--- src/rtl/fetch_stage.sv ---
// Instruction fetch stage: one outstanding imem request, one-entry stall buffer, IF/ID register.
// Define FETCH_PERF_EN to add the fetch_cnt_o / bubble_cnt_o performance counters.
module fetch_stage #(
  parameter logic [31:0] RESET_PC  = 32'h0000_0000,
  parameter logic [31:0] NOP_INSTR = 32'h0000_0013
) (
  input  logic        clk,
  input  logic        rst_n,
  input  logic        stall_i,
  input  logic        flush_i,
  input  logic        redirect_i,
  input  logic [31:0] redirect_pc_i,
  output logic        imem_req_o,
  output logic [31:0] imem_addr_o,
  input  logic        imem_ready_i,
  input  logic        imem_rvalid_i,
  input  logic [31:0] imem_rdata_i,
  output logic        ID_valid_o,
  output logic [31:0] ID_instr_o,
  output logic [31:0] ID_pc_o,
  output logic [31:0] ID_pc4_o
`ifdef FETCH_PERF_EN
  ,
  output logic [31:0] fetch_cnt_o,
  output logic [31:0] bubble_cnt_o
`endif
);

  // state | meaning
  // IDLE  | in reset; leaves on the first cycle out of reset
  // REQ   | presenting pc_q to imem
  // WAIT  | request accepted, waiting for its response
  // KILL  | response still owed for a redirected fetch; discard it
  // HOLD  | response buffered while ID is stalled
  typedef enum logic [2:0] {
    S_IDLE,
    S_REQ,
    S_WAIT,
    S_KILL,
    S_HOLD
  } state_t;

  state_t      r_state;
  logic [31:0] r_pc;
  logic [31:0] r_hold;
  logic        r_id_valid;
  logic [31:0] r_id_instr;
  logic [31:0] r_id_pc;

  logic        w_deliver_wait;
  logic        w_deliver_hold;
  logic        w_deliver;
  logic [31:0] w_deliver_instr;
  logic [31:0] w_redir_pc;
  logic        w_unused_redir_lsbs;

  assign w_redir_pc          = {redirect_pc_i[31:2], 2'b00};
  assign w_unused_redir_lsbs = ^redirect_pc_i[1:0];

  assign w_deliver_wait  = (r_state == S_WAIT) && imem_rvalid_i && !redirect_i && !flush_i && !stall_i;
  assign w_deliver_hold  = (r_state == S_HOLD) && !redirect_i && !flush_i && !stall_i;
  assign w_deliver       = w_deliver_wait || w_deliver_hold;
  assign w_deliver_instr = (r_state == S_HOLD) ? r_hold : imem_rdata_i;

  // A redirect in REQ suppresses the request so the old pc_q is never issued.
  assign imem_req_o  = (r_state == S_REQ) && !redirect_i;
  assign imem_addr_o = r_pc;

  always_ff @(posedge clk) begin
    if (!rst_n) begin
      r_state <= S_IDLE;
      r_pc    <= RESET_PC;
      r_hold  <= '0;
    end else begin
      case (r_state)
        S_IDLE: r_state <= S_REQ;
        S_REQ: begin
          if (redirect_i) r_pc <= w_redir_pc;
          else if (imem_ready_i) r_state <= S_WAIT;
        end
        S_WAIT: begin
          if (redirect_i) begin
            r_pc    <= w_redir_pc;
            r_state <= imem_rvalid_i ? S_REQ : S_KILL;
          end else if (imem_rvalid_i) begin
            if (flush_i) begin
              r_state <= S_REQ;
            end else if (stall_i) begin
              r_hold  <= imem_rdata_i;
              r_state <= S_HOLD;
            end else begin
              r_pc    <= r_pc + 32'd4;
              r_state <= S_REQ;
            end
          end
        end
        S_KILL: begin
          if (redirect_i) r_pc <= w_redir_pc;
          if (imem_rvalid_i) r_state <= S_REQ;
        end
        S_HOLD: begin
          // A flush kills the buffered word too; pc_q is unchanged so it is refetched.
          if (redirect_i) begin
            r_pc    <= w_redir_pc;
            r_state <= S_REQ;
          end else if (flush_i) begin
            r_state <= S_REQ;
          end else if (!stall_i) begin
            r_pc    <= r_pc + 32'd4;
            r_state <= S_REQ;
          end
        end
        default: r_state <= S_IDLE;
      endcase
    end
  end

  always_ff @(posedge clk) begin
    if (!rst_n) begin
      r_id_valid <= 1'b0;
      r_id_instr <= NOP_INSTR;
      r_id_pc    <= '0;
    end else if (flush_i) begin
      r_id_valid <= 1'b0;
      r_id_instr <= NOP_INSTR;
    end else if (stall_i) begin
      r_id_valid <= r_id_valid;
    end else if (w_deliver) begin
      r_id_valid <= 1'b1;
      r_id_instr <= w_deliver_instr;
      r_id_pc    <= r_pc;
    end else begin
      r_id_valid <= 1'b0;
      r_id_instr <= NOP_INSTR;
    end
  end

  assign ID_valid_o = r_id_valid;
  assign ID_instr_o = r_id_instr;
  assign ID_pc_o    = r_id_pc;
  assign ID_pc4_o   = r_id_pc + 32'd4;

`ifdef FETCH_PERF_EN
  logic [31:0] r_fetch_cnt;
  logic [31:0] r_bubble_cnt;

  always_ff @(posedge clk) begin
    if (!rst_n) begin
      r_fetch_cnt  <= '0;
      r_bubble_cnt <= '0;
    end else begin
      if (w_deliver) r_fetch_cnt <= r_fetch_cnt + 32'd1;
      if (!w_deliver && !stall_i) r_bubble_cnt <= r_bubble_cnt + 32'd1;
    end
  end

  assign fetch_cnt_o  = r_fetch_cnt;
  assign bubble_cnt_o = r_bubble_cnt;
`endif

endmodule

--- config.mk ---
export PLATFORM = sky130hd
export DESIGN_NAME = fetch_stage
export DESIGN_NICKNAME = d
export VERILOG_FILES = /design/src/rtl/fetch_stage.sv
export SDC_FILE = /design/constraint.sdc
export NUM_CORES = 1
export LEC_CHECK = 0
export ABC_CLOCK_PERIOD_IN_PS = 3940
export CAP_MARGIN = 10
export CORE_ASPECT_RATIO = 1.4
export CORE_MARGIN = 10
export CORE_UTILIZATION = 45
export CTS_CLUSTER_DIAMETER = 100
export DETAILED_ROUTE_END_ITERATION = 16
export HOLD_SLACK_MARGIN = 0.06
export PLACE_DENSITY = 0.74
export SETUP_SLACK_MARGIN = 0.3
export SLEW_MARGIN = 15
export SYNTH_ARGS = -nofsm -noshare
export SYNTH_HDL_FRONTEND = slang
export SYNTH_SLANG_ARGS = --single-unit
export TNS_END_PERCENT = 5
--- constraint.sdc ---
create_clock -name clk -period 3.94 [get_ports clk]
set_clock_uncertainty 0.2 [all_clocks]
set_input_delay 0.788 -clock clk [delete_from_list [all_inputs] [get_ports clk]]
set_output_delay 0.788 -clock clk [all_outputs]
set_load 0.02 [all_outputs]
After elaboration in Yosys (flattened, before gate mapping)

Index checks and enable logic that the tools add are counted.

Register bits after elaboration: 132
Bits of input ports: 71
Output and inout bits: 130
Logic and storage cells: 64

Add/sub/neg operators: 2
Equal/unequal tests: 10
Mux-type cells: 22
Bitwise logic cells: 4
Reductions and logical operators: 20

Operator list:

| cell                                                            | number |
|---|---|
| 32-bit two-way mux                                              | 8 |
| 32-bit one-hot mux with 3 select lines                          | 1 |
| 32-bit by 3-bit adder with 32-bit output, second input constant | 2 |
| 3-bit two-way mux                                               | 10 |
| 3-bit one-hot mux with 5 select lines                           | 1 |
| 5-bit AND reduction                                             | 2 |
| 1-bit logical AND                                               | 8 |
| 3-bit by 2-bit == test with 1-bit output, second input constant | 2 |
| 2-bit != test, second input constant                            | 3 |
| 3-bit AND reduction                                             | 2 |
| 4-bit != test, second input constant                            | 1 |
| 1-bit NOT                                                       | 4 |
| 2-bit OR reduction                                              | 2 |
| 3-bit by 1-bit == test with 1-bit output, second input constant | 1 |
| 3-bit == test, second input constant                            | 1 |
| 1-bit logical NOT                                               | 3 |
| 3-bit logical NOT                                               | 1 |
| 3-bit != test, second input constant                            | 1 |
| 3-bit nonzero test                                              | 1 |
| 2-bit two-way mux                                               | 1 |
| 2-bit by 1-bit != test with 1-bit output, second input constant | 1 |
| 1-bit logical OR                                                | 1 |
| 1-bit two-way mux                                               | 1 |

Logic depth before layout (Yosys ltp)

Gate-level depths: netlist (run 1).

Word-level depth: 7
Mapped depth: 8
Mapped depth without buffers: 6

Worst setup path after synthesis (run 1)

OpenSTA, ideal clock, no wires.

Path type: reg-to-output
Start: register r_id_pc[2], in the netlist ID_pc_o[2]
End: output ID_pc4_o[26]
Data arrival time: 2.154 ns
Data required time: 2.952 ns
Path slack: 0.798 ns
Cell stages (with the launch flop): 7
Buffers on the path: 0
Cells stage by stage: dfxtp_1 ha_1 inv_1 nor4_1 nand2_1 nor2_1 xor2_1

Cells in the longest elaborated chain, start to end: 1

Ends and longest elaborated chain:

| element                                  | line | source |
|---|---|---|
| start: declaration                       | 48   | `logic [31:0] r_id_pc;` |
| start signal: assignment                 | 131  | `r_id_pc <= r_pc;` |
| 32-bit by 3-bit adder with 32-bit output | 141  | `assign ID_pc4_o = r_id_pc + 32'd4;` |
| end: declaration                         | 21   | `output logic [31:0] ID_pc4_o` |

Every way passes these cells.

Worst setup path in the final report (run 1)

Start: register r_id_pc[4], in the netlist ID_pc_o[4]
End: output ID_pc4_o[29]

Same word-level chain as after synthesis.

==> out/qor.csv, run 1 <==
stage,metric,value,unit
logic_synthesis,cells after synthesis,808,
routing,met1 WL,7820,µm
critical_path,startpoint types,register,
timing,worst slew pin tran,0.906,ns
timing,crit path time final,3.65,ns
routing,DR top layer,met5,
floorplan,row cnt,51,
timing,Max Freq,0.274,GHz
critical_path,"Critical Path, Cell by Cell",nand4_1 -> nor4_1 -> buf_4 -> and2_1 -> nand3_1 -> xnor2_1 -> clkdlybuf4s50_1,
timing,Final Hold Vio Count,0,
place,dpl cells,1145,
final_layout,area growth from synthesis to final layout,41.0,%
global_route,global route overflow,0,
timing,final number of setup-violating endpoints,0,
floorplan,Die H,160,µm
timing,Final Slew Violations,0,
status,status,completed,
floorplan,Initial Util,0.458,
min_path,Hold WC Path Type,register to register,
floorplan,core area,13800,µm²
clock_tree,hold buffer count at CTS,0,
critical_path,CP bufs+invs,2,
critical_path,CP max stage delay,0.63,ns
timing,Fin Hold WS,0.251,ns
pwr,P_leak,2.97,nW
routing,met2 WL post-DR,10500,µm
global_route,pin count of the biggest net entering global routing,44,
final_layout,number of diodes,0,
place,DPL Wire Length,14600,µm
global_route,global-route wire length before repair,33000,µm
logic_synthesis,asr flop ratio synth,0,
global_route,initial antenna violation count,1,
pwr,Max VDD drop,0.309,mV
routing,initial DRC count,300,
final_layout,fin area,8940,µm²
timing,RSZ-0062 raised after global routing,true,
final_layout,share of layout cells above drive strength 1,0.101,
final_layout,nets,1052,
critical_path,CP required,2.95,ns
routing,metal3 WL,1640,µm
routing,DRT Pass-1 Iters,5,
routing,drt wl/cell,17.3,µm
clock_tree,# clock sinks,128,
timing,Max-slew headroom,0.390,
logic_synthesis,"Primary FF master, synth",dfxtp_1,
clock_tree,Worst-path clk slew,0.06,ns
final_layout,Final Core Density,0.646,
critical_path,CP Capture Type,primary output,
flow_run,Max-cap violations,0,
global_route,vias in the first global route,6353,
floorplan,DIE AREA,19300,µm²
floorplan,Die W,120,µm
clock_tree,H-tree depth,4,
logic_synthesis,yosys warns,0,
clock_tree,Root Driver,clkbuf_16,
logic_synthesis,synthesized area,6340,µm²
routing,Routed WL,20300,µm
routing,DRT antenna net count,0,
critical_path,WP data arrival,2.66,ns
clock_tree,TritonCTS Buffers,17,
routing,post-DR vias/cell,5.50,
final_layout,Post-Layout Cell Count,1177,
logic_synthesis,Mean Syn Cell Area,7.85,µm²
place,Placement Cell Area,8400,µm²
clock_tree,clock buffer depth,2,
timing,period utilization,0.927,
logic_synthesis,sequential area share after synthesis,0.404,
clock_tree,clk_lat worst skew,0.41,ns
logic_synthesis,Post-synth EDFFs,0,
critical_path,kind of critical path,register to primary output,
pwr,pwr dens,499,nW/µm²
logic_synthesis,Seq cells post-synth,128,
routing,DR vias,6479,
global_route,GRT Total Usage,0.207,
place,Port Buf Inserts,192,
place,final estimated routing congestion in global placement,0.815,
critical_path,"CP delay by family, top",buffers and inverters,
logic_synthesis,Synth cell types,60,
clock_tree,TritonCTS clock tree,yes,
critical_path,Max Fanout on Critical Path,7,
timing,setup TNS,0,ns
critical_path,slowest library cell on the worst path,clkdlybuf4s50_1,
floorplan,# IOs,201,
routing,drt drc,0,
[sequential cells by signal, indices dropped and copies added, names as in the netlist]
name,flops
ID_pc_o,30
ID_valid_o,1
imem_addr_o,30
r_hold,32
ID_instr_o,32
r_state,3
[path summary, 6_finish.rpt]
check | startpoint | cells after the start | slack, ns | to
max | ID_pc_o[4] | 7 | 0.29 | ID_pc4_o[29]
min | r_hold[12] | 2 | 0.25 | r_hold[12]
max reg2reg | imem_addr_o[2] | 6 | 1.22 | imem_addr_o[22]
min reg2reg | r_hold[12] | 2 | 0.25 | r_hold[12]
[metrics by stage]
| step | power (mW) | worst slack (ns) |
|---|---|---|
| floorplan | 2.49 | 0.798 |
| global placement | 3.05 | 0.539 |
| detailed placement | 3.06 | 0.501 |
| CTS | 4.49 | 0.207 |
| global route | 4.69 | 0.0869 |
| finish | 4.46 | 0.287 |
[placed cells by master, fill, tap and decap left out, drive strengths merged, types with 8 or more instances in the layout]
| cell type | instances |
|---|---|
| and3 | 9 |
| clkinv | 8 |
| nand4 | 16 |
| xor2 | 8 |
| o22ai | 8 |
| nor4 | 9 |
| dfxtp | 128 |
| clkdlybuf4s50 | 190 |
| mux2 | 32 |
| xnor2 | 20 |
| o21ai | 14 |
| inv | 12 |
| nor2 | 65 |
| nand2 | 173 |
| buf | 18 |
| a21oi | 90 |
| a22oi | 32 |
| clkbuf | 17 |
| nand3 | 34 |
| nor3 | 14 |
[logic make-up after synthesis]
| family | after synthesis | share of synthesized area |
|---|---|---|
| AOI/OAI and AO/OA | 194 | 0.195 |
| xor gates and xnor gates | 28 | 0.0387 |
| adders and majority gates | 2 | 0.00395 |
| buffers and inverters | 72 | 0.0487 |
| DFF | 128 | 0.404 |
| muxes | 32 | 0.0568 |
| other | 1 | 0.000591 |
| and+or+nand+nor | 351 | 0.252 |
[timing repair]
| action | 4_1_cts | 5_1_grt |
|---|---|---|
| resized for setup | 2 | 2 |
| hold endpoints to repair | 0 | 0 |
| buffers inserted | 0 | 0 |
| gates cloned | 0 | 0 |
| endpoints found under the setup margin | 6 | 11 |
[final cells by class]
cell class,count,area [µm²]
inverters,9,33.8
clock inverters,15,111
flip-flops and latches,128,2560
multi-input cells,613,3510
repair buffers,210,2070
clock buffers,17,425
well taps,185,231
fillers,1276,4910
[metal layers]
metal / vias up / global-route usage
met5: - / 0
met4: 2 / 0.0776
met3: 42 / 0.0709
met2: 236 / 0.366
met1: 3008 / 0.220
li1: 3191 / -
[power by group]
group	internal, mW	switching [mW]
clock	0.806	0.616
combinational	0.608	0.765
sequential	1.43	0.233
total	2.84	1.61
[cell usage after synthesis, types with 2 or more instances]
| cell type | n | area share |
|---|---|---|
| a211oi_1 | 5 | 0.0059 |
| o221a_2 | 5 | 0.0089 |
| nand2b_1 | 6 | 0.0059 |
| buf_4 | 7 | 0.0083 |
| xnor2_1 | 20 | 0.028 |
| buf_2 | 10 | 0.0079 |
| a2111oi_0 | 2 | 0.0028 |
| a22oi_1 | 32 | 0.038 |
| o31ai_1 | 3 | 0.0036 |
| clkbuf_1 | 45 | 0.027 |
| xor2_1 | 8 | 0.011 |
| o22ai_1 | 8 | 0.0079 |
| a21boi_0 | 3 | 0.0036 |
| nand2_1 | 173 | 0.10 |
| a21oi_1 | 90 | 0.071 |
| nand4_1 | 16 | 0.016 |
| or4_1 | 2 | 0.0024 |
| nor3b_1 | 4 | 0.0047 |
| o32ai_1 | 2 | 0.0028 |
| o21a_1 | 3 | 0.0036 |
| and2_1 | 3 | 0.0030 |
| nor4_1 | 6 | 0.0059 |
| inv_1 | 8 | 0.0047 |
| o211ai_1 | 4 | 0.0047 |
| or3_1 | 4 | 0.0039 |
| a31oi_1 | 3 | 0.0030 |
| nor3_1 | 13 | 0.010 |
| nor4_2 | 3 | 0.0059 |
| nor2b_1 | 3 | 0.0030 |
| dfxtp_1 | 128 | 0.40 |
| a311oi_1 | 4 | 0.0055 |
| o21ai_0 | 14 | 0.011 |
| nor2_1 | 64 | 0.038 |
| and3_1 | 9 | 0.0089 |
| and4_1 | 3 | 0.0041 |
| nand3_1 | 34 | 0.027 |
| mux2_2 | 32 | 0.057 |
| a32o_1 | 3 | 0.0047 |
| a22o_1 | 2 | 0.0028 |
| a21o_1 | 3 | 0.0036 |
| ha_1 | 2 | 0.0039 |
[tightest hold or removal path: cells and delay by family, from the launching register on]
kind            cells  cell delay (ns)
compound gates      1             0.05
flops               1             0.31
simple gates        1             0.05
Power figures use the tool's default switching activity.
==> run 2, diff against run 1 <==
- CTS_BUF_LIST: not set -> sky130_fd_sc_hd__clkbuf_8
==> run 2 against run 1 <==
  * Routed wire length is 1.2% lower
  * Flip-flop and latch count stayed put
  * Largest cell class unchanged
  * Count of clock-buffer cells in the layout stayed put
  * Hold slack better by 0.0048 ns
  * Critical path type unchanged
  * Die area stayed put
  * Largest power group unchanged
==> out/qor.csv, run 2 (synthesis results as in run 1) <==
stage,metric,value,unit
critical_path,CP required,2.95,ns
critical_path,R2R Setup Slk,1.30,ns
global_route,global-route wire length before repair,32600,µm
critical_path,Max Fanout on Critical Path,7,
global_route,initial antenna violation count,1,
critical_path,Worst setup endpoint,ID_pc4_o[30],
final_layout,most frequent cells in the layout,"190 x clkdlybuf4s50_1, 173 x nand2_1, 127 x dfxtp_1, 90 x a21oi_1, 63 x nor2_1",
floorplan,Die H,160,µm
clock_tree,# clock sinks,128,
clock_tree,clock buffer depth,2,
routing,post-DR vias/cell,5.51,
place,Placement Cell Area,8400,µm²
floorplan,Initial Util,0.458,
pwr,P_leak,2.88,nW
critical_path,r2r startpoint,r_state[1],
critical_path,r2r worst-path depth,6,
routing,initial DRC count,281,
global_route,pin count of the biggest net entering global routing,44,
flow_run,Max-cap violations,0,
timing,period utilization,0.926,
timing,final number of setup-violating endpoints,0,
status,status,completed,
pwr,Overall Power,4.03,mW
final_layout,"commonest non-fill, non-tap cell in the layout",clkdlybuf4s50_1,
final_layout,nets,1052,
clock_tree,H-tree depth,4,
routing,Routed WL,20100,µm
routing,drt wl/cell,17.1,µm
final_layout,Final Core Density,0.632,
place,final estimated routing congestion in global placement,0.815,
place,DPL Wire Length,14600,µm
routing,drt drc,0,
timing,Max Freq,0.274,GHz
routing,DR vias,6482,
clock_tree,Root Driver,clkbuf_8,
critical_path,CP Capture Type,primary output,
final_layout,number of diodes,0,
timing,Max-slew headroom,0.444,
critical_path,kind of critical path,register to primary output,
critical_path,startpoint types,register,
routing,DRT Pass-1 Iters,5,
critical_path,R2R Path End,ID_pc_o[24],
global_route,vias in the first global route,6283,
timing,RSZ-0062 raised after global routing,true,
floorplan,core area,13800,µm²
timing,Final Slew Violations,0,
critical_path,worst setup path start,ID_pc_o[2],
clock_tree,TritonCTS clock tree,yes,
clock_tree,Worst-path clk slew,0.07,ns
final_layout,share of layout cells above drive strength 1,0.102,
global_route,global route overflow,0,
timing,worst slew pin tran,0.833,ns
timing,setup TNS,0,ns
timing,Final Hold Vio Count,0,
critical_path,WP data arrival,2.66,ns
floorplan,row cnt,51,
clock_tree,TritonCTS Buffers,17,
clock_tree,clk_lat worst skew,0.44,ns
floorplan,Die W,120,µm
final_layout,fin area,8750,µm²
timing,Fin Hold WS,0.256,ns
floorplan,# IOs,201,
min_path,Hold WC Path Type,register to register,
global_route,GRT Total Usage,0.204,
final_layout,Filler cells,1302,
place,Port Buf Inserts,192,
pwr,Max VDD drop,0.263,mV
timing,crit path time final,3.65,ns
floorplan,DIE AREA,19300,µm²
pwr,pwr dens,461,nW/µm²
final_layout,area growth from synthesis to final layout,38.0,%
routing,DRT antenna net count,0,
-- run 2: cell count changes in the layout (fill, tap and decap cells not counted) --
cell,delta
clkbuf_16,-17
clkbuf_8,+17
dfxtp_1,-1
dfxtp_2,+1
-- run 2: how the worst min path moves through the flow --
| stage | slack (ns) | end | start | cells past startpoint |
|---|---|---|---|---|
| after floorplan | 0.23 | r_hold[0] | r_hold[0] | 2 |
| after global placement | 0.24 | r_hold[21] | r_hold[21] | 2 |
| after detailed placement | 0.24 | r_hold[12] | r_hold[12] | 2 |
| after CTS | 0.25 | r_hold[12] | r_hold[12] | 2 |
| after global routing | 0.27 | r_hold[12] | r_hold[12] | 2 |
| final | 0.26 | r_hold[27] | r_hold[27] | 2 |
-- run 2: cell type report --
type,count,area (µm²),share of cell area
timing repair buffer,210,2070,0.237
inverter,9,33.8,0.00386
tap,185,231,0.0265
clock buffer,17,234,0.0267
sequential,128,2560,0.293
multi-input combinational,613,3510,0.401
clock inverter,15,111,0.0127
-- run 2: metal layers --
layer	wire length [µm]	vias up	track usage
met5	18	-	0
met4	398	2	0.0704
met3	1630	31	0.0744
met2	10300	225	0.360
met1	7790	3034	0.219
li1	-	3190	-
-- run 2: through the flow --
| step | cells | setup slack (ns) |
|---|---|---|
| after CTS | 1177 | 0.169 |
| after floorplan | 813 | 0.798 |
| after global routing | 1177 | 0.0384 |
| final | 1177 | 0.292 |
| after detailed placement | 1145 | 0.501 |
| after global placement | 1145 | 0.539 |
-- run 2: critical path: stages, from the launching register on --
cell             delay, ns
dfxtp_1               0.43
ha_2                  0.28
inv_1                 0.05
nor4_1                0.27
buf_4                 0.21
nand2_1               0.09
nor2_1                0.13
xnor2_1               0.12
clkdlybuf4s50_1       0.63
-- run 2: repair_timing --
item / in CTS / in global routing
endpoints found under the setup margin: 10 / 12
cloned: 0 / 0
gates resized for setup: 3 / 2
hold buffers: 0 / 0
setup buffers: 0 / 0
-- run 2: power breakdown --
group	leakage (nW)	total (mW)	internal, mW	switching [mW]
clock	0.169	1.00	0.438	0.564
combinational	1.67	1.37	0.608	0.764
sequential	1.04	1.66	1.43	0.232
total	2.88	4.03	2.47	1.56
==> run 3, diff against run 2 <==
- ABC_AREA: not set -> 1
- ABC_CLOCK_PERIOD_IN_PS: 3940 -> 4210
- CORE_UTILIZATION: 45 -> 37
- PLACE_DENSITY: 0.74 -> 0.61
- clock period: 3.94 -> 4.21 ns (I/O delays scaled with it)
==> run 3 against run 2 <==
  * Sequential share of layout area fell by 1.8 points
  * Non-clock buffer count fell by 7
  * Routed wire length rose by 24%
  * Sequential power fell by 7%
  * Critical endpoint is now ID_pc4_o[24]
  * Highest routed layer unchanged
==> out/qor.csv, run 3 <==
stage,metric,value,unit
pwr,combinational group share of total power,0.281,
final_layout,Final Core Density,0.515,
critical_path,startpoint types,register,
final_layout,area growth from synthesis to final layout,36.2,%
timing,final number of setup-violating endpoints,0,
pwr,Clock power frac,0.315,
floorplan,core area,18100,µm²
logic_synthesis,largest cells by area after synthesis,"dfxtp_1 37%, nand2_1 13%, a21oi_1 9.0%",
global_route,vias in the first global route,7182,
critical_path,Worst setup endpoint,ID_pc4_o[24],
final_layout,"commonest non-fill, non-tap cell in the layout",nand2_1,
critical_path,CP required,3.17,ns
timing,Max-slew headroom,0.281,
critical_path,R2R Path End,imem_addr_o[12],
clock_tree,Post CTS Setup Buffer Count,0,
pwr,Int Pwr,2.40,mW
clock_tree,# clock sinks,128,
logic_synthesis,Synth cell types,38,
logic_synthesis,"Primary FF master, synth",dfxtp_1,
critical_path,WP data arrival,2.70,ns
clock_tree,Worst-path clk slew,0.08,ns
global_route,global route overflow,0,
timing,Final Slew Violations,0,
timing,Final Hold Vio Count,0,
logic_synthesis,cells after synthesis,1033,
routing,DRT antenna net count,0,
timing,Max Freq,0.267,GHz
logic_synthesis,Seq cells post-synth,128,
flow_run,Max-cap violations,0,
timing,RSZ-0062 raised after global routing,true,
timing,worst slew pin tran,1.08,ns
pwr,pwr dens,409,nW/µm²
clock_tree,TritonCTS clock tree,yes,
floorplan,row cnt,58,
pwr,Max VDD drop,0.274,mV
logic_synthesis,Mean Syn Cell Area,6.62,µm²
floorplan,Die W,135,µm
pwr,P_sw,1.41,mW
critical_path,CP Capture Type,primary output,
timing,period utilization,0.890,
critical_path,R2R Setup Slk,1.72,ns
final_layout,most frequent cells in the layout,"244 x nand2_1, 191 x clkdlybuf4s50_1, 128 x dfxtp_1, 123 x a21oi_1, 122 x nor2_1",
final_layout,nets,1273,
final_layout,FF/Latch Area,2560,µm²
routing,DRT Pass-1 Iters,5,
place,final estimated routing congestion in global placement,0.882,
final_layout,multi-input logic area,3660,µm²
critical_path,worst setup path start,ID_pc_o[3],
final_layout,fin area,9310,µm²
status,status,completed,
critical_path,r2r startpoint,r_state[0],
logic_synthesis,asr flop ratio synth,0,
place,DPL Wire Length,18600,µm
global_route,initial antenna violation count,2,
timing,crit path time final,3.75,ns
place,Port Buf Inserts,192,
logic_synthesis,sequential area share after synthesis,0.375,
logic_synthesis,cell taking the most area after synthesis,dfxtp_1,
pwr,switching share of power,0.370,
routing,initial DRC count,362,
routing,drt drc,0,
routing,DR vias,7392,
global_route,global-route wire length before repair,39100,µm
clock_tree,Root Driver,clkbuf_8,
logic_synthesis,yosys warns,0,
logic_synthesis,Post-synth EDFFs,0,
clock_tree,TritonCTS Buffers,17,
logic_synthesis,top-area cell type share of the netlist area,0.375,
logic_synthesis,synthesized area,6840,µm²
min_path,Cells on Worst Hold Path,2,
global_route,GRT Total Usage,0.200,
clock_tree,H-tree depth,4,
floorplan,Initial Util,0.378,
routing,Routed WL,24900,µm
timing,setup TNS,0,ns
critical_path,kind of critical path,register to primary output,
global_route,pin count of the biggest net entering global routing,64,
critical_path,r2r worst-path depth,9,
floorplan,# IOs,201,
floorplan,DIE AREA,24400,µm²
final_layout,Filler cells,1872,
clock_tree,clock buffer depth,2,
routing,post-DR vias/cell,5.08,
min_path,Hold WC Path Type,register to register,
clock_tree,clk_lat worst skew,0.44,ns
critical_path,Max Fanout on Critical Path,5,
place,Placement Cell Area,8860,µm²
routing,drt wl/cell,17.1,µm
logic_synthesis,"top cells by count, synth","244 x nand2_1, 128 x dfxtp_1, 123 x a21oi_1",
pwr,P_leak,3.34,nW
floorplan,Die H,181,µm
logic_synthesis,most frequent cell after synthesis,nand2_1,
final_layout,share of layout cells above drive strength 1,0.0594,
pwr,Flop pwr share,0.404,
==> run 3: worst max-delay path, stage by stage (launching register included) <==
cell	delay (ns)
dfxtp_1	0.38
ha_1	0.18
nand2_1	0.07
inv_1	0.09
nand2_1	0.12
nor2_2	0.27
nand4_1	0.21
nor2_1	0.16
xor2_1	0.15
clkdlybuf4s50_1	0.62
==> run 3: per-stage QoR <==
step	total power, mW	setup slack (ns)	std cells	hold WS (ns)
2_1_floorplan	2.15	1.43	1038	0.272
3_3_place_gp	2.63	0.796	1421	0.251
3_5_place_dp	2.64	0.765	1421	0.256
4_1_cts	3.85	0.349	1453	0.270
5_1_grt	4.01	0.169	1453	0.290
6_report	3.81	0.464	1454	0.267
==> run 3: worst min-delay path by stage <==
stage | start | end
floorplan | r_hold[26] | r_hold[26]
global placement | ID_instr_o[1] | ID_instr_o[1]
detailed placement | ID_instr_o[31] | ID_instr_o[31]
CTS | ID_instr_o[25] | ID_instr_o[25]
global route | ID_instr_o[21] | ID_instr_o[21]
finish | ID_instr_o[20] | ID_instr_o[20]
==> run 3: what timing repair did <==
action / in CTS / in global routing
setup endpoints to repair: 1 / 4
hold buffers: 0 / 0
gates cloned: 0 / 0
gates resized for setup: 1 / 1
==> run 3: kinds of logic after synthesis <==
family	after synthesis	synth area share
AND/OR/NAND/NOR	482	0.295
AO/OA/AOI/OAI	237	0.190
buffers and inverters	153	0.0959
flip-flops	128	0.375
XOR/XNOR	25	0.0320
multiplexers	5	0.00824
adder cells (fa/ha/maj)	2	0.00366
other	1	0.000549
==> run 3: area by class of cell <==
class | count | area share
multi-input cells | 757 | 0.393
clock inverters | 15 | 0.0223
inverters | 93 | 0.0375
clock buffers | 17 | 0.0251
diodes | 1 | 0.000269
flip-flops and latches | 128 | 0.275
repair buffers | 203 | 0.215
well taps | 240 | 0.0322
==> run 3: routing by layer <==
| metal | part of all wire | wire [µm] | vias up | track usage |
|---|---|---|---|---|
| met1 | 0.39 | 9790 | 3374 | 0.218 |
| met5 | 0.00052 | 13 | - | 0 |
| met4 | 0.031 | 777 | 2 | 0.0764 |
| li1 | - | - | 3745 | - |
| met3 | 0.091 | 2270 | 42 | 0.0758 |
| met2 | 0.48 | 12100 | 229 | 0.341 |
==> run 3: power groups by stage <==
stage,Sequential [mW],Combinational (mW),Clock (mW)
3_3_place_gp,1.56,1.07,0
6_report,1.54,1.07,1.20
3_5_place_dp,1.56,1.08,0
5_1_grt,1.55,1.18,1.28
4_1_cts,1.53,1.08,1.23
2_1_floorplan,1.58,0.568,0
==> RTL edit (config.mk and constraints of run 1) <==
The 5 states of `state_t` get a one-hot encoding in 5 bits.
--- a/src/rtl/fetch_stage.sv
+++ b/src/rtl/fetch_stage.sv
@@ -33,10 +33,10 @@
   // KILL  | response still owed for a redirected fetch; discard it
   // HOLD  | response buffered while ID is stalled
-  typedef enum logic [2:0] {
-    S_IDLE,
-    S_REQ,
-    S_WAIT,
-    S_KILL,
-    S_HOLD
+  typedef enum logic [4:0] {
+    S_IDLE = 5'b00001,
+    S_REQ  = 5'b00010,
+    S_WAIT = 5'b00100,
+    S_KILL = 5'b01000,
+    S_HOLD = 5'b10000
   } state_t;
 
Check against the original RTL: no difference found for any inputs over 4 cycles, from zero or initial values and one cycle with rst_n low; so few cycles prove little.
==> RTL edit against run 1 <==
  * Register-to-register slack improved by 130 ps
  * Wire length is 6.0% higher
  * Final area rose by 4.9%
  * Via count increased by 4.6%
  * Area after synthesis rose by 5.6%
  * Critical path depth shrank 1
  * Sequential cell count up 2
  * Utilization rose by 0.090 points
  * Hold slack improved by 3.0 ps
  * Worst setup slack worse by 110 ps
  * Critical path type unchanged
Power is not compared: it rests on default switching activity, and its combinational part moved more than twofold at a synthesized area within 25%.
==> RTL edit: results (changes against run 1) <==
| Metric | Value |
|---|---|
| Fill cells | 1,255 (was 1,276) |
| End of the worst hold path | r_hold[29] (was r_hold[12]) |
| Initial antenna violation count | 3 (was 1) |
| Final worst setup slack | 175.1 ps (was 287.2 ps) |
| DPL Wire Length | 14.93 mm (was 14.58 mm) |
| Arrival time worst endpoint | 2780 ps (was 2660 ps) |
| Register area share after synthesis | 0.3889 (was 0.4042) |
| R2R Setup Slk | 1350 ps (was 1220 ps) |
| Post-Syn Area per Cell | 8.006 um^2 (was 7.846 um^2) |
| Total GRT Usage | 0.2088 (was 0.2066) |
| Logic gate share of total power | 0.115 |
| RR Endpoint | imem_addr_o[22] (unchanged) |
| Gpl congestion | 0.8564 (was 0.8152) |
| Synth unique cells | 63 (was 60) |
| First-pass GRT wire length | 34.26 mm (was 33.04 mm) |
| Layout cells sized above 1 | 0.1101 (was 0.1008) |
| Via density | 5.653 (was 5.505) |
| CP Max Fanout | 6 (was 7) |
| Hold Crit Depth | 2 (unchanged) |
| Pre-CTS setup slack | 412.4 ps (was 500.6 ps) |
| Worst path top cell family by delay | simple AND/OR/NAND/NOR gates (was buffers and inverters) |
| Final nets | 1,068 (was 1,052) |
| Clk_lat worst skew | 430 ps (was 410 ps) |
| Post-route insts no fill | 1,199 (was 1,177) |
| Synth top area cells | dfxtp_1 39%, nand2_1 9.3%, a21oi_1 6.2% (was dfxtp_1 40%, nand2_1 10%, a21oi_1 7.1%) |
| Sw Ratio | 0.2619 |
| HP Start | r_hold[29] (was r_hold[12]) |
| Initial detailed-routing violation count | 415 (was 300) |
| WL per Instance | 17.99 um (was 17.29 um) |
| Pin count of the biggest net entering global routing | 56 (was 44) |
| Status | completed (unchanged) |
RTL edit: worst reg2reg max path, stage by stage, from the launching register on:
cell	delay, ps
dfxtp_1	510
ha_1	270
nand3_1	230
nor2_1	610
a31oi_1	190
o311ai_0	330
o31ai_1	120
RTL edit: what timing repair did:
item                       4_1_cts  5_1_grt
setup endpoints to repair       16       18
gates resized for setup          2       22
setup buffers                    0        0
pin swaps                        0        1
RTL edit: power groups by stage:
| stage | registers, W | logic (W) | clock network, W |
|---|---|---|---|
| floorplan | 0.00140 | 0.000263 | 0 |
| global placement | 0.00142 | 0.000398 | 0 |
| detailed placement | 0.00142 | 0.000402 | 0 |
| CTS | 0.00139 | 0.000404 | 0.00175 |
| global route | 0.00140 | 0.000443 | 0.00181 |
| finish | 0.00139 | 0.000405 | 0.00173 |
RTL edit: per-stage QoR:
stage	hold WS [ps]	instance area [um^2]	TNS [ps]
after floorplan	233.8	6711	0
after global placement	238.6	8685	0
after detailed placement	246.8	8685	0
after CTS	254.8	9329	0
after global routing	271.6	9376	-12.98
final	253.8	9382	0
RTL edit: worst max-delay path by stage:
stage / start / to / cells past startpoint
5_1_grt: ID_pc_o[5] / ID_pc4_o[20] / 6
4_1_cts: ID_pc_o[5] / ID_pc4_o[31] / 6
3_5_place_dp: ID_pc_o[5] / ID_pc4_o[27] / 6
2_1_floorplan: ID_pc_o[4] / ID_pc4_o[31] / 6
3_3_place_gp: ID_pc_o[5] / ID_pc4_o[31] / 6
6_report: ID_pc_o[5] / ID_pc4_o[20] / 6
RTL edit: per-layer routing:
metal	vias to the layer above	wire length, um	global-route usage
li1	3320	-	-
met1	3158	8284	0.2267
met2	272	10670	0.3624
met3	26	2331	0.08729
met4	2	278	0.05892
met5	-	10	0
RTL edit: final cells by class:
class                      count  area share
antenna                        2   0.0005335
multi-input combinational    628      0.4000
inverter                       6    0.002401
timing repair buffer         212      0.2259
clock buffer                  17     0.04535
tap                          189     0.02521
clock inverter                15     0.02307
sequential                   130      0.2775
RTL edit: logic make-up after synthesis:
family	share of synthesized area
simple gates	0.2337
compound gates	0.2215
flops	0.3889
buf+inv	0.05702
mux	0.05534
xor+xnor	0.03926
fa+ha+maj	0.003738
other cells	0.0005603
